### config.mk
export PLATFORM = sky130hd
export DESIGN_NAME = priority_encoder_32_to_5_queued_flat
export DESIGN_NICKNAME = d
export VERILOG_FILES = /design/src/rtl/priority_encoder_32_to_5_queued_if.sv /design/src/rtl/priority_encoder_32_to_5_queued.sv /design/src/flat_wrapper.sv
export SDC_FILE = /design/constraint.sdc
export NUM_CORES = 1
export LEC_CHECK = 0
export CORE_MARGIN = 1
export CORE_UTILIZATION = 55
export CTS_BUF_LIST = sky130_fd_sc_hd__clkbuf_4 sky130_fd_sc_hd__clkbuf_8 sky130_fd_sc_hd__clkbuf_16
export CTS_CLUSTER_SIZE = 25
export DETAILED_ROUTE_END_ITERATION = 8
export GPL_TIMING_DRIVEN = 1
export PLACE_DENSITY_LB_ADDON = 0.1
export SETUP_SLACK_MARGIN = 0.05
export SLEW_MARGIN = 20
export SYNTH_ARGS = -nofsm -noshare
export SYNTH_HDL_FRONTEND = slang
export SYNTH_SLANG_ARGS = --single-unit
### constraint.sdc
create_clock -name clk -period 8.3 [get_ports clk]
set_input_delay 1.245 -clock clk [delete_from_list [all_inputs] [get_ports clk]]
set_output_delay 1.245 -clock clk [all_outputs]
set_load 0.005 [all_outputs]
### src/rtl/priority_encoder_32_to_5_queued_if.sv
// Event-in / index-out bundle for the queued 32-to-5 priority encoder.
// The slave side is the encoder; the master side drives events and accepts indices.
interface priority_encoder_32_to_5_queued_if #(
    parameter int unsigned N = 32,
    parameter int unsigned W = $clog2(N)
);
    logic         ena;
    logic [N-1:0] in;
    logic         ready;
    logic [W-1:0] out;
    logic         valid;
    logic         busy;
    logic         dropped;

    modport master (
        output ena,
        output in,
        output ready,
        input  out,
        input  valid,
        input  busy,
        input  dropped
    );

    modport slave (
        input  ena,
        input  in,
        input  ready,
        output out,
        output valid,
        output busy,
        output dropped
    );
endinterface

### src/rtl/priority_encoder_32_to_5_queued.sv
// Queued priority encoder: folds N event lines into a sticky pending set and
// streams pending events out one index per handshake, lowest index first.
module priority_encoder_32_to_5_queued #(
    parameter int unsigned N = 32,
    parameter int unsigned W = $clog2(N)
) (
    input  logic                                   clk,
    input  logic                                   rst_n,
    priority_encoder_32_to_5_queued_if.slave       bus_io
);

    logic [N-1:0] pending_q, pending_d;
    logic [W-1:0] out_q, out_d;
    logic         valid_q, valid_d;
    logic         dropped_q, dropped_d;

    logic [N-1:0] set_vec;
    logic [N-1:0] clr_onehot;
    logic [W-1:0] enc_idx;
    logic         slot_free;

    assign set_vec   = bus_io.ena ? bus_io.in : '0;
    assign slot_free = !valid_q || bus_io.ready;

    // Lowest set bit of pending; scanning downward lets the lowest index win.
    always_comb begin
        enc_idx = '0;
        for (int i = N - 1; i >= 0; i--) begin
            if (pending_q[i]) begin
                enc_idx = W'(i);
            end
        end
    end

    // Next-state: load the output slot when free, then merge new events.
    always_comb begin
        out_d      = out_q;
        valid_d    = valid_q;
        clr_onehot = '0;
        if (slot_free) begin
            if (|pending_q) begin
                out_d               = enc_idx;
                valid_d             = 1'b1;
                clr_onehot[enc_idx] = 1'b1;
            end else begin
                valid_d = 1'b0;
            end
        end
        // A bit cleared by this load and set again in the same cycle is a new event.
        pending_d = (pending_q & ~clr_onehot) | set_vec;
        dropped_d = |(set_vec & pending_q & ~clr_onehot);
    end

    // State registers, discarded on asynchronous reset.
    always_ff @(posedge clk or negedge rst_n) begin
        if (!rst_n) begin
            pending_q <= '0;
            out_q     <= '0;
            valid_q   <= 1'b0;
            dropped_q <= 1'b0;
        end else begin
            pending_q <= pending_d;
            out_q     <= out_d;
            valid_q   <= valid_d;
            dropped_q <= dropped_d;
        end
    end

    assign bus_io.out     = out_q;
    assign bus_io.valid   = valid_q;
    assign bus_io.busy    = (|pending_q) || valid_q;
    assign bus_io.dropped = dropped_q;

endmodule
### src/flat_wrapper.sv
// flat-port wrapper written by rule: the top's interface ports become plain ports
module priority_encoder_32_to_5_queued_flat 
#(
    parameter int unsigned N = 32,
    parameter int unsigned W = $clog2(N)
)
  (clk, rst_n, bus_io_ena, bus_io_in, bus_io_ready, bus_io_out, bus_io_valid, bus_io_busy, bus_io_dropped);
  priority_encoder_32_to_5_queued_if #(.N(N), .W(W)) bus_io_i ();
  input  logic clk;
  input  logic rst_n;
  input wire logic [$bits(bus_io_i.ena)-1:0] bus_io_ena;
  input wire logic [$bits(bus_io_i.in)-1:0] bus_io_in;
  input wire logic [$bits(bus_io_i.ready)-1:0] bus_io_ready;
  output wire logic [$bits(bus_io_i.out)-1:0] bus_io_out;
  output wire logic [$bits(bus_io_i.valid)-1:0] bus_io_valid;
  output wire logic [$bits(bus_io_i.busy)-1:0] bus_io_busy;
  output wire logic [$bits(bus_io_i.dropped)-1:0] bus_io_dropped;
  assign bus_io_i.ena = bus_io_ena;
  assign bus_io_i.in = bus_io_in;
  assign bus_io_i.ready = bus_io_ready;
  assign bus_io_out = bus_io_i.out;
  assign bus_io_valid = bus_io_i.valid;
  assign bus_io_busy = bus_io_i.busy;
  assign bus_io_dropped = bus_io_i.dropped;
  priority_encoder_32_to_5_queued #(.N(N), .W(W)) u_core (.clk(clk), .rst_n(rst_n), .bus_io(bus_io_i));
endmodule
Yosys cells after proc, flatten, opt, wreduce, memory -nomap -nowiden --
Index checks and enable logic that the tools add are counted.
Storage, ports and cells: word-level logic and storage cells 56, output and inout port bits 8, register bits after elaboration 39, input port bits 36
Operators by class: reduce and logical (&&, ||, !) cells 7, muxes and demuxes 38, $lt $le $gt $ge 2, bitwise logic cells 5
Operators with widths (number):
- 2-to-1 mux 5 bit | 32
- bitwise AND 32 bit | 3
- 2-to-1 mux 32 bit | 3
- OR reduction 32 bit | 2
- inverter 32 bit | 1
- OR 32 bit | 1
- less-than comparator 5 x 6 -> 1 bit, second input constant | 1
- demux 1 bit (select 5 bit) | 1
- greater-or-equal comparator 5 x 1 -> 1 bit, second input constant | 1
- logical OR 1 bit | 2
- 2-to-1 mux 1 bit | 2
- AND reduction 2 bit | 1
- logical AND 1 bit | 1
- zero test 1 bit | 1

Depth between registers and ports, before layout --
Gate-level depths: netlist (run 1).
word-level depth 41, gate-level depth with buffers 11, gate-level depth less buffers 9

Worst setup path before layout (run 1) --
Ideal clock, no wire load.
path kind in2reg, start point input bus_io_ready, end point register u_core.dropped_q (netlist: u_core.bus_io.dropped), library setup time 0.124 ns, path buffers 0, stages 8, data arrival time 3.142 ns, data required time 8.176 ns, setup slack 5.034 ns, path through nand2b_1 -> nand3_1 -> nor3_1 -> o211ai_1 -> o211ai_1 -> o211ai_1 -> or4_1 -> o31a_1
Between the ends: word-level cells in the longest chain between the ends 5
Ends and longest elaborated chain:
- start, declared | RTL line flat_wrapper.sv:13 | input wire logic [$bits(bus_io_i.ready)-1:0] bus_io_ready;
- logical OR 1 bit | RTL line priority_encoder_32_to_5_queued.sv:23 | assign slot_free = !valid_q || bus_io.ready;
- 2-to-1 mux 32 bit | RTL line priority_encoder_32_to_5_queued.sv:40 | if (slot_free) begin
- inverter 32 bit | RTL line priority_encoder_32_to_5_queued.sv:51 | dropped_d = |(set_vec & pending_q & ~clr_onehot);
- bitwise AND 32 bit | RTL line priority_encoder_32_to_5_queued.sv:51
- OR reduction 32 bit | RTL line priority_encoder_32_to_5_queued.sv:51
- net u_core.dropped_d | RTL line priority_encoder_32_to_5_queued.sv:15 | logic dropped_q, dropped_d;
- end signal, assigned | RTL line priority_encoder_32_to_5_queued.sv:65 | dropped_q <= dropped_d;
- end, declared | RTL line priority_encoder_32_to_5_queued.sv:15
The timed path passes the listed nets, and every way through them passes these cells. A chain may end at the register's enable or synchronous reset.

Final worst setup path (run 1) --
Same ends and word-level chain as after synthesis.

==> run_results.csv, run 1 <==
group,metric,value,unit
detailed_routing,top_layer_used,"met4",
pwr,switching_power,0.000129,W
sta,whs,0.480,ns
place,port_buffers,43,
floorplanning,core,0.00435,sq mm
yosys,synth_seq_cells,39,
hold_path,hold_path_class,"register to register",
critical_path,cp.arrival,4.06,ns
sta,min_period_over_period,46.7,%
global_route,grt_usage,35.0,%
sta,worst_pin_slew,0.887,ns
critical_path,critPathMaxFanout,7,
clocking,cts_inserted_buffers,5,
detailed_routing,wl_met3,786,microns
detailed_routing,postRouteAntennaNets,0,
yosys,synth_warnings,0,
yosys,synth_area,0.00248,sq mm
yosys,ys_async_sr_fraction,100,%
detailed_routing,dr_wl_met2,3450,microns
pwr,p_leak,1.07,nW
yosys,postSynthAreaPerCell,8.04,sq um
final_layout,fillCellCount,392,
run_status,status,"finished, final reports clean",
detailed_routing,vias_per_cell,6.54,
yosys,synth-seq-area-share,39.3,%
floorplanning,die_h,69.2,microns
yosys,syn-instance-count,309,
place,dp_cells,396,
final_layout,post-route-util,69.6,%
sta,setup_viol,0,
yosys,synth_edf_count,0,
floorplanning,fp.dieArea,0.00479,sq mm
global_route,grt_pass1_wl,13000,microns
yosys,synth_area_leaders,"dfrtp_1, nand2_1, o21ai_0",
pwr,vdd_drop_max,0.0964,mV
clocking,htreeDepth,2,
sta,fmax,258,MHz
pwr,power.density,141,mW/mm^2
yosys,yosys-top-cells-count,"nand2_1, dfrtp_1, nor2_1, o21ai_0",
detailed_routing,drc,0,
sta,hold_viol,0,
detailed_routing,drtIter0Drc,312,
critical_path,critical_path_class,"input port to register",
final_layout,syn_to_final_growth,22.0,%
floorplanning,die_w,69.2,microns
clocking,cts_resized,0,
yosys,synth.most_common_cell,"nand2_1",
final_layout,drive_above_1_share,5.97,%
final_layout,final_cells,404,
critical_path,setup.worst_path.end_class,"register",
pwr,p_clk_share,31.4,%
global_route,grt_pass1_vias,2578,
sta,relSlewSlack,40.9,%
final_layout,antennaDiodeCount,0,
clocking,clkSinkCount,39,
detailed_routing,wl_per_cell,19.2,microns
pwr,p_sw_share,30.1,%
floorplanning,pin_count,44,
sta,final.setup.tns,0,ns
clocking,ctsHoldBuffers,0,
place,place_congestion,1.04,
yosys,synth.net_count,345,
place,place.detailed.hpwl,5720,microns
critical_path,worstPathRequired,8.49,ns
yosys,synth.top_cell.area_share,39.3,%
floorplanning,start_util,57.1,%
clocking,cts.path.max_buffers,2,
yosys,synth-main-ff-cell,"dfrtp_1",
detailed_routing,wl,7740,microns
clocking,postCtsSetupBuffers,0,
clocking,path_clk_slew,0.08,ns
clocking,cts_tree,"done",
yosys,synth_top_cell_by_area,"dfrtp_1",
detailed_routing,m1WireLength,3300,microns
yosys,synth_cell_types,50,
global_route,antenna_found_initial,0,
sta,fin_crit,3.87,ns
pwr,internal-power,0.000300,W
place,dpl-instance-area,0.00294,sq mm
detailed_routing,vias,2643,
final_layout,final_nets,387,
global_route,grt_max_degree,40,
clocking,clock_latency,0.31,ns
job,timing.max_cap.violations,0,
pwr,p_comb_share,20.7,%
global_route,grt_overflow,0,
detailed_routing,dr.pass1.iters,6,
sta,finalMaxSlewViolations,0,
floorplanning,num_rows,24,
critical_path,startpoint_type,"input port",
final_layout,fin_area,0.00303,sq mm
clocking,root_buffer,"clkbuf_8",
pwr,seq_power_share,47.9,%
sta,rsz0062_at_grt,"no",
sta,clock_skew,0.00835,ns
-- cell families (layout without fill, tap and decap cells) --
kind of cell | Yosys count | count (layout) | synth area share (%)
AND/OR/NAND/NOR | 156 | 156 | 30.1
AO/OA/AOI/OAI | 94 | 94 | 27.0
flip-flops | 39 | 39 | 39.3
buffers and inverters | 19 | 62 | 3.12
multiplexers | 1 | 1 | 0.453
-- cell type report --
type | instances | area [sq um] | area share, %
multi-input cells | 251 | 1430 | 47.2
flip-flops and latches | 39 | 976 | 32.2
repair buffers | 44 | 433 | 14.3
clock buffers | 7 | 83.8 | 2.77
well taps | 52 | 65.1 | 2.15
inverters | 10 | 37.5 | 1.24
clock inverters | 1 | 5.00 | 0.165
-- metal layers --
layer | up-vias | track usage (%)
met1 | 1254 | 49.7
li1 | 1215 | -
met2 | 153 | 50.2
met3 | 21 | 9.01
met5 | - | 0
met4 | 0 | 16.3
-- registers in the layout (all words and copies together), names as in the netlist --
signal                 cells
u_core.pending_q          32
u_core.bus_io.valid        1
u_core.bus_io.out          5
u_core.bus_io.dropped      1
-- power by group through the flow --
stage,combinational [W],clock (W),sequential (W)
final,0.0000886,0.000135,0.000206
after global routing,0.0000962,0.000142,0.000206
after CTS,0.0000875,0.000135,0.000205
after detailed placement,0.0000869,0,0.000209
after global placement,0.0000868,0,0.000209
after floorplan,0.0000470,0,0.000204
-- per-stage QoR --
step	power (W)	worst slack (ns)
after floorplan	0.000251	5.03
after global placement	0.000295	4.25
after detailed placement	0.000296	4.15
after CTS	0.000427	4.46
after global routing	0.000444	4.24
final	0.000429	4.43
-- worst max-delay path, cell delays in order --
cell             delay, ns
clkdlybuf4s50_1       0.50
nand2b_1              0.26
nand3_1               0.28
nor3_1                0.37
o211ai_1              0.25
o211ai_1              0.25
o211ai_1              0.12
or4_1                 0.53
o31a_1                0.24
-- cell usage in the layout, fill, tap and decap left out, drive strengths merged, types with 3 or more instances in the layout --
cell / count
nand2: 72
a21oi: 11
nor4: 6
nand3: 11
or3: 6
a221oi: 3
clkbuf: 7
clkdlybuf4s50: 42
nand4: 3
nor2: 29
nand2b: 8
nor2b: 5
o311a: 3
dfrtp: 39
o21bai: 3
a21o: 4
o21ai: 27
a22o: 7
o31ai: 6
nor3: 5
o211ai: 11
inv: 10
or4: 5
-- worst paths after layout --
path                       slack [ns]                  from  depth (start not counted)                     to
setup / recovery                 4.43          bus_io_ready                          9  u_core.bus_io.dropped
hold / removal                   0.48  u_core.bus_io.out[2]                          1   u_core.bus_io.out[2]
setup reg to reg                 5.06  u_core.pending_q[16]                          9  u_core.bus_io.dropped
hold reg to reg                  0.48  u_core.bus_io.out[2]                          1   u_core.bus_io.out[2]
max in group asynchronous        6.68                 rst_n                          1   u_core.pending_q[15]
min in group asynchronous        1.06                 rst_n                          1   u_core.pending_q[19]
No activity file was read; power rests on OpenSTA's default activity.
==> inputs of run 2 (changes only) <==
- CORE_UTILIZATION: 55 -> 48
- clock period: 8.3 -> 3.3 ns (I/O delays scaled with it)
==> run 2 against run 1 <==
Net effect: critical path depth stayed put; die area is 14% higher; clock skew is 0.0039 ns lower; first-iteration DRC count is 7.7% higher; power grew to 2.6 times the previous value; combinational power grew to 2.7 times the previous value; sequential power grew to 2.5 times the previous value; core utilization is 4.3 points lower; hold slack worse by 0.17 ns; non-clock buffer count is 9 higher; via count is 1.4% lower; sequential cell count stayed put; largest cell class unchanged; highest routed layer unchanged.
==> run_results.csv, run 2 (synthesized netlist as in run 1, its figures left out) <==
group,metric,value,unit
global_route,antenna_found_initial,0,
clocking,cts.path.max_buffers,2,
pwr,internal-power,0.000797,W
clocking,postCtsSetupBuffers,0,
final_layout,drive_above_1_share,10.2,%
sta,finalMaxSlewViolations,0,
clocking,path_clk_slew,0.08,ns
clocking,ctsHoldBuffers,0,
final_layout,largest_reg_flops,32,
pwr,p_comb_share,20.9,%
place,place.detailed.hpwl,6000,microns
detailed_routing,vias,2605,
critical_path,worstPathBufferInverterCount,0,
global_route,grt_pass1_wl,12400,microns
global_route,grt_usage,31.0,%
detailed_routing,drtIter0Drc,336,
floorplanning,start_util,51.3,%
detailed_routing,wl_met3,604,microns
critical_path,critical_path_class,"register to register",
detailed_routing,drc,0,
place,port_buffers,43,
detailed_routing,postRouteAntennaNets,0,
floorplanning,num_rows,25,
detailed_routing,vias_per_cell,6.09,
final_layout,mostFrequentLayoutCell,"nand2_1",
detailed_routing,top_layer_used,"met4",
clocking,clkSinkCount,39,
pwr,p_clk_share,32.8,%
final_layout,syn_to_final_growth,27.5,%
pwr,p_sw_share,29.0,%
clocking,htreeDepth,2,
floorplanning,pin_count,44,
critical_path,crit_chain,"nor3b_1 -> or4_4 -> a22oi_4 -> a21oi_2 -> nand2b_1 -> o21ai_1 -> o2111ai_1 -> a2111o_1 -> o31a_1",
critical_path,startpoint_type,"register",
clocking,clock_latency,0.29,ns
sta,setup_viol,0,
pwr,power,0.00112,W
sta,hold_viol,0,
critical_path,setup.worst_path.end_class,"register",
clocking,cts_tree,"done",
critical_path,critPathMaxFanout,8,
detailed_routing,dr.pass1.iters,5,
sta,clock_skew,0.00442,ns
sta,min_period_over_period,94.7,%
hold_path,hold_path_class,"input port to async pin",
global_route,grt_max_degree,40,
detailed_routing,wl_per_cell,18.3,microns
sta,rsz0062_at_grt,"no",
critical_path,cp_slowest_cell,"or4_4",
pwr,p_leak,1.12,nW
final_layout,layout_common_cells,"nand2_1, clkdlybuf4s50_1, dfrtp_1, nor2_1, o21ai_0",
sta,fin_crit,3.13,ns
critical_path,max_stage_delay,0.53,ns
floorplanning,die_w,74.0,microns
sta,relSlewSlack,42.1,%
sta,worst_pin_slew,0.869,ns
detailed_routing,m1WireLength,3630,microns
detailed_routing,dr_wl_met2,3430,microns
run_status,status,"finished, final reports clean",
floorplanning,die_h,74.0,microns
critical_path,worstPathRequired,3.48,ns
sta,fmax,320,MHz
job,timing.max_cap.violations,0,
floorplanning,fp.dieArea,0.00547,sq mm
place,place_congestion,0.969,
clocking,root_buffer,"clkbuf_8",
final_layout,fin_area,0.00317,sq mm
final_layout,final_nets,396,
pwr,power.density,354,mW/mm^2
final_layout,regMostFlops,"u_core.pending_q",
clocking,cts_inserted_buffers,5,
floorplanning,core,0.00485,sq mm
critical_path,cp.arrival,3.31,ns
global_route,grt_overflow,0,
global_route,grt_pass1_vias,2399,
detailed_routing,wl,7850,microns
clocking,cts_resized,0,
sta,final.setup.tns,0,ns
critical_path,reg2reg_depth,9,
final_layout,antennaDiodeCount,0,
place,dpl-instance-area,0.00303,sq mm
pwr,vdd_drop_max,0.176,mV
critical_path,path_delay_family,"compound AO/OA/AOI/OAI gates",
critical_path,worstSetupPathDepth,9,
final_layout,fillCellCount,425,
pwr,seq_power_share,46.3,%
pwr,switching_power,0.000326,W
==> run 2: cell type report <==
| type | count | area [sq um] | share of cell area [%] |
|---|---|---|---|
| multi-input cells | 251 | 1470 | 46.3 |
| flip-flops and latches | 39 | 977 | 30.8 |
| repair buffers | 53 | 500 | 15.8 |
| clock buffers | 8 | 104 | 3.28 |
| well taps | 67 | 83.8 | 2.65 |
| inverters | 10 | 37.5 | 1.18 |
==> run 2: worst register-to-register path: stages (launching register included) <==
cell and delay, ns:
dfrtp_1 0.43, nor3b_1 0.16, or4_4 0.53, a22oi_4 0.32, a21oi_2 0.14, nand2b_1 0.33
o21ai_1 0.27, o2111ai_1 0.17, a2111o_1 0.37, o31a_1 0.29
==> run 2: power by group through the flow <==
| stage | sequential (W) | clock (W) | combinational [W] |
|---|---|---|---|
| finish | 0.000520 | 0.000368 | 0.000235 |
| detailed placement | 0.000525 | 0 | 0.000232 |
| CTS | 0.000516 | 0.000377 | 0.000233 |
| global placement | 0.000525 | 0 | 0.000232 |
| floorplan | 0.000513 | 0 | 0.000118 |
| global route | 0.000521 | 0.000395 | 0.000255 |
==> run 2: worst paths after layout <==
check                                      from                     to  slack (ns)
setup / recovery            u_core.pending_q[9]  u_core.bus_io.dropped        0.17
hold / removal                            rst_n   u_core.pending_q[16]        0.31
setup reg to reg            u_core.pending_q[9]  u_core.bus_io.dropped        0.17
hold reg to reg            u_core.bus_io.out[2]   u_core.bus_io.out[2]        0.48
max in group asynchronous                 rst_n    u_core.pending_q[6]        2.38
min in group clk           u_core.bus_io.out[2]   u_core.bus_io.out[2]        0.48
==> run 2: routing by layer <==
metal | GRT usage (%) | vias to the layer above
li1 | - | 1239
met1 | 45.2 | 1214
met2 | 47.0 | 133
met3 | 4.88 | 19
met4 | 10.5 | 0
met5 | 0 | -
==> run 2: per-stage QoR <==
| step | worst slack (ns) | cells | hold WS (ns) | util [%] |
|---|---|---|---|---|
| 6_report | 0.174 | 428 | 0.312 | 65.4 |
| 5_1_grt | 0.0576 | 428 | 0.395 | 65.4 |
| 4_1_cts | 0.183 | 428 | 0.352 | 64.6 |
| 3_5_place_dp | 0.106 | 420 | 0.470 | 62.5 |
| 3_3_place_gp | 0.170 | 420 | 0.469 | 62.5 |
| 2_1_floorplan | 0.599 | 309 | 0.199 | - |
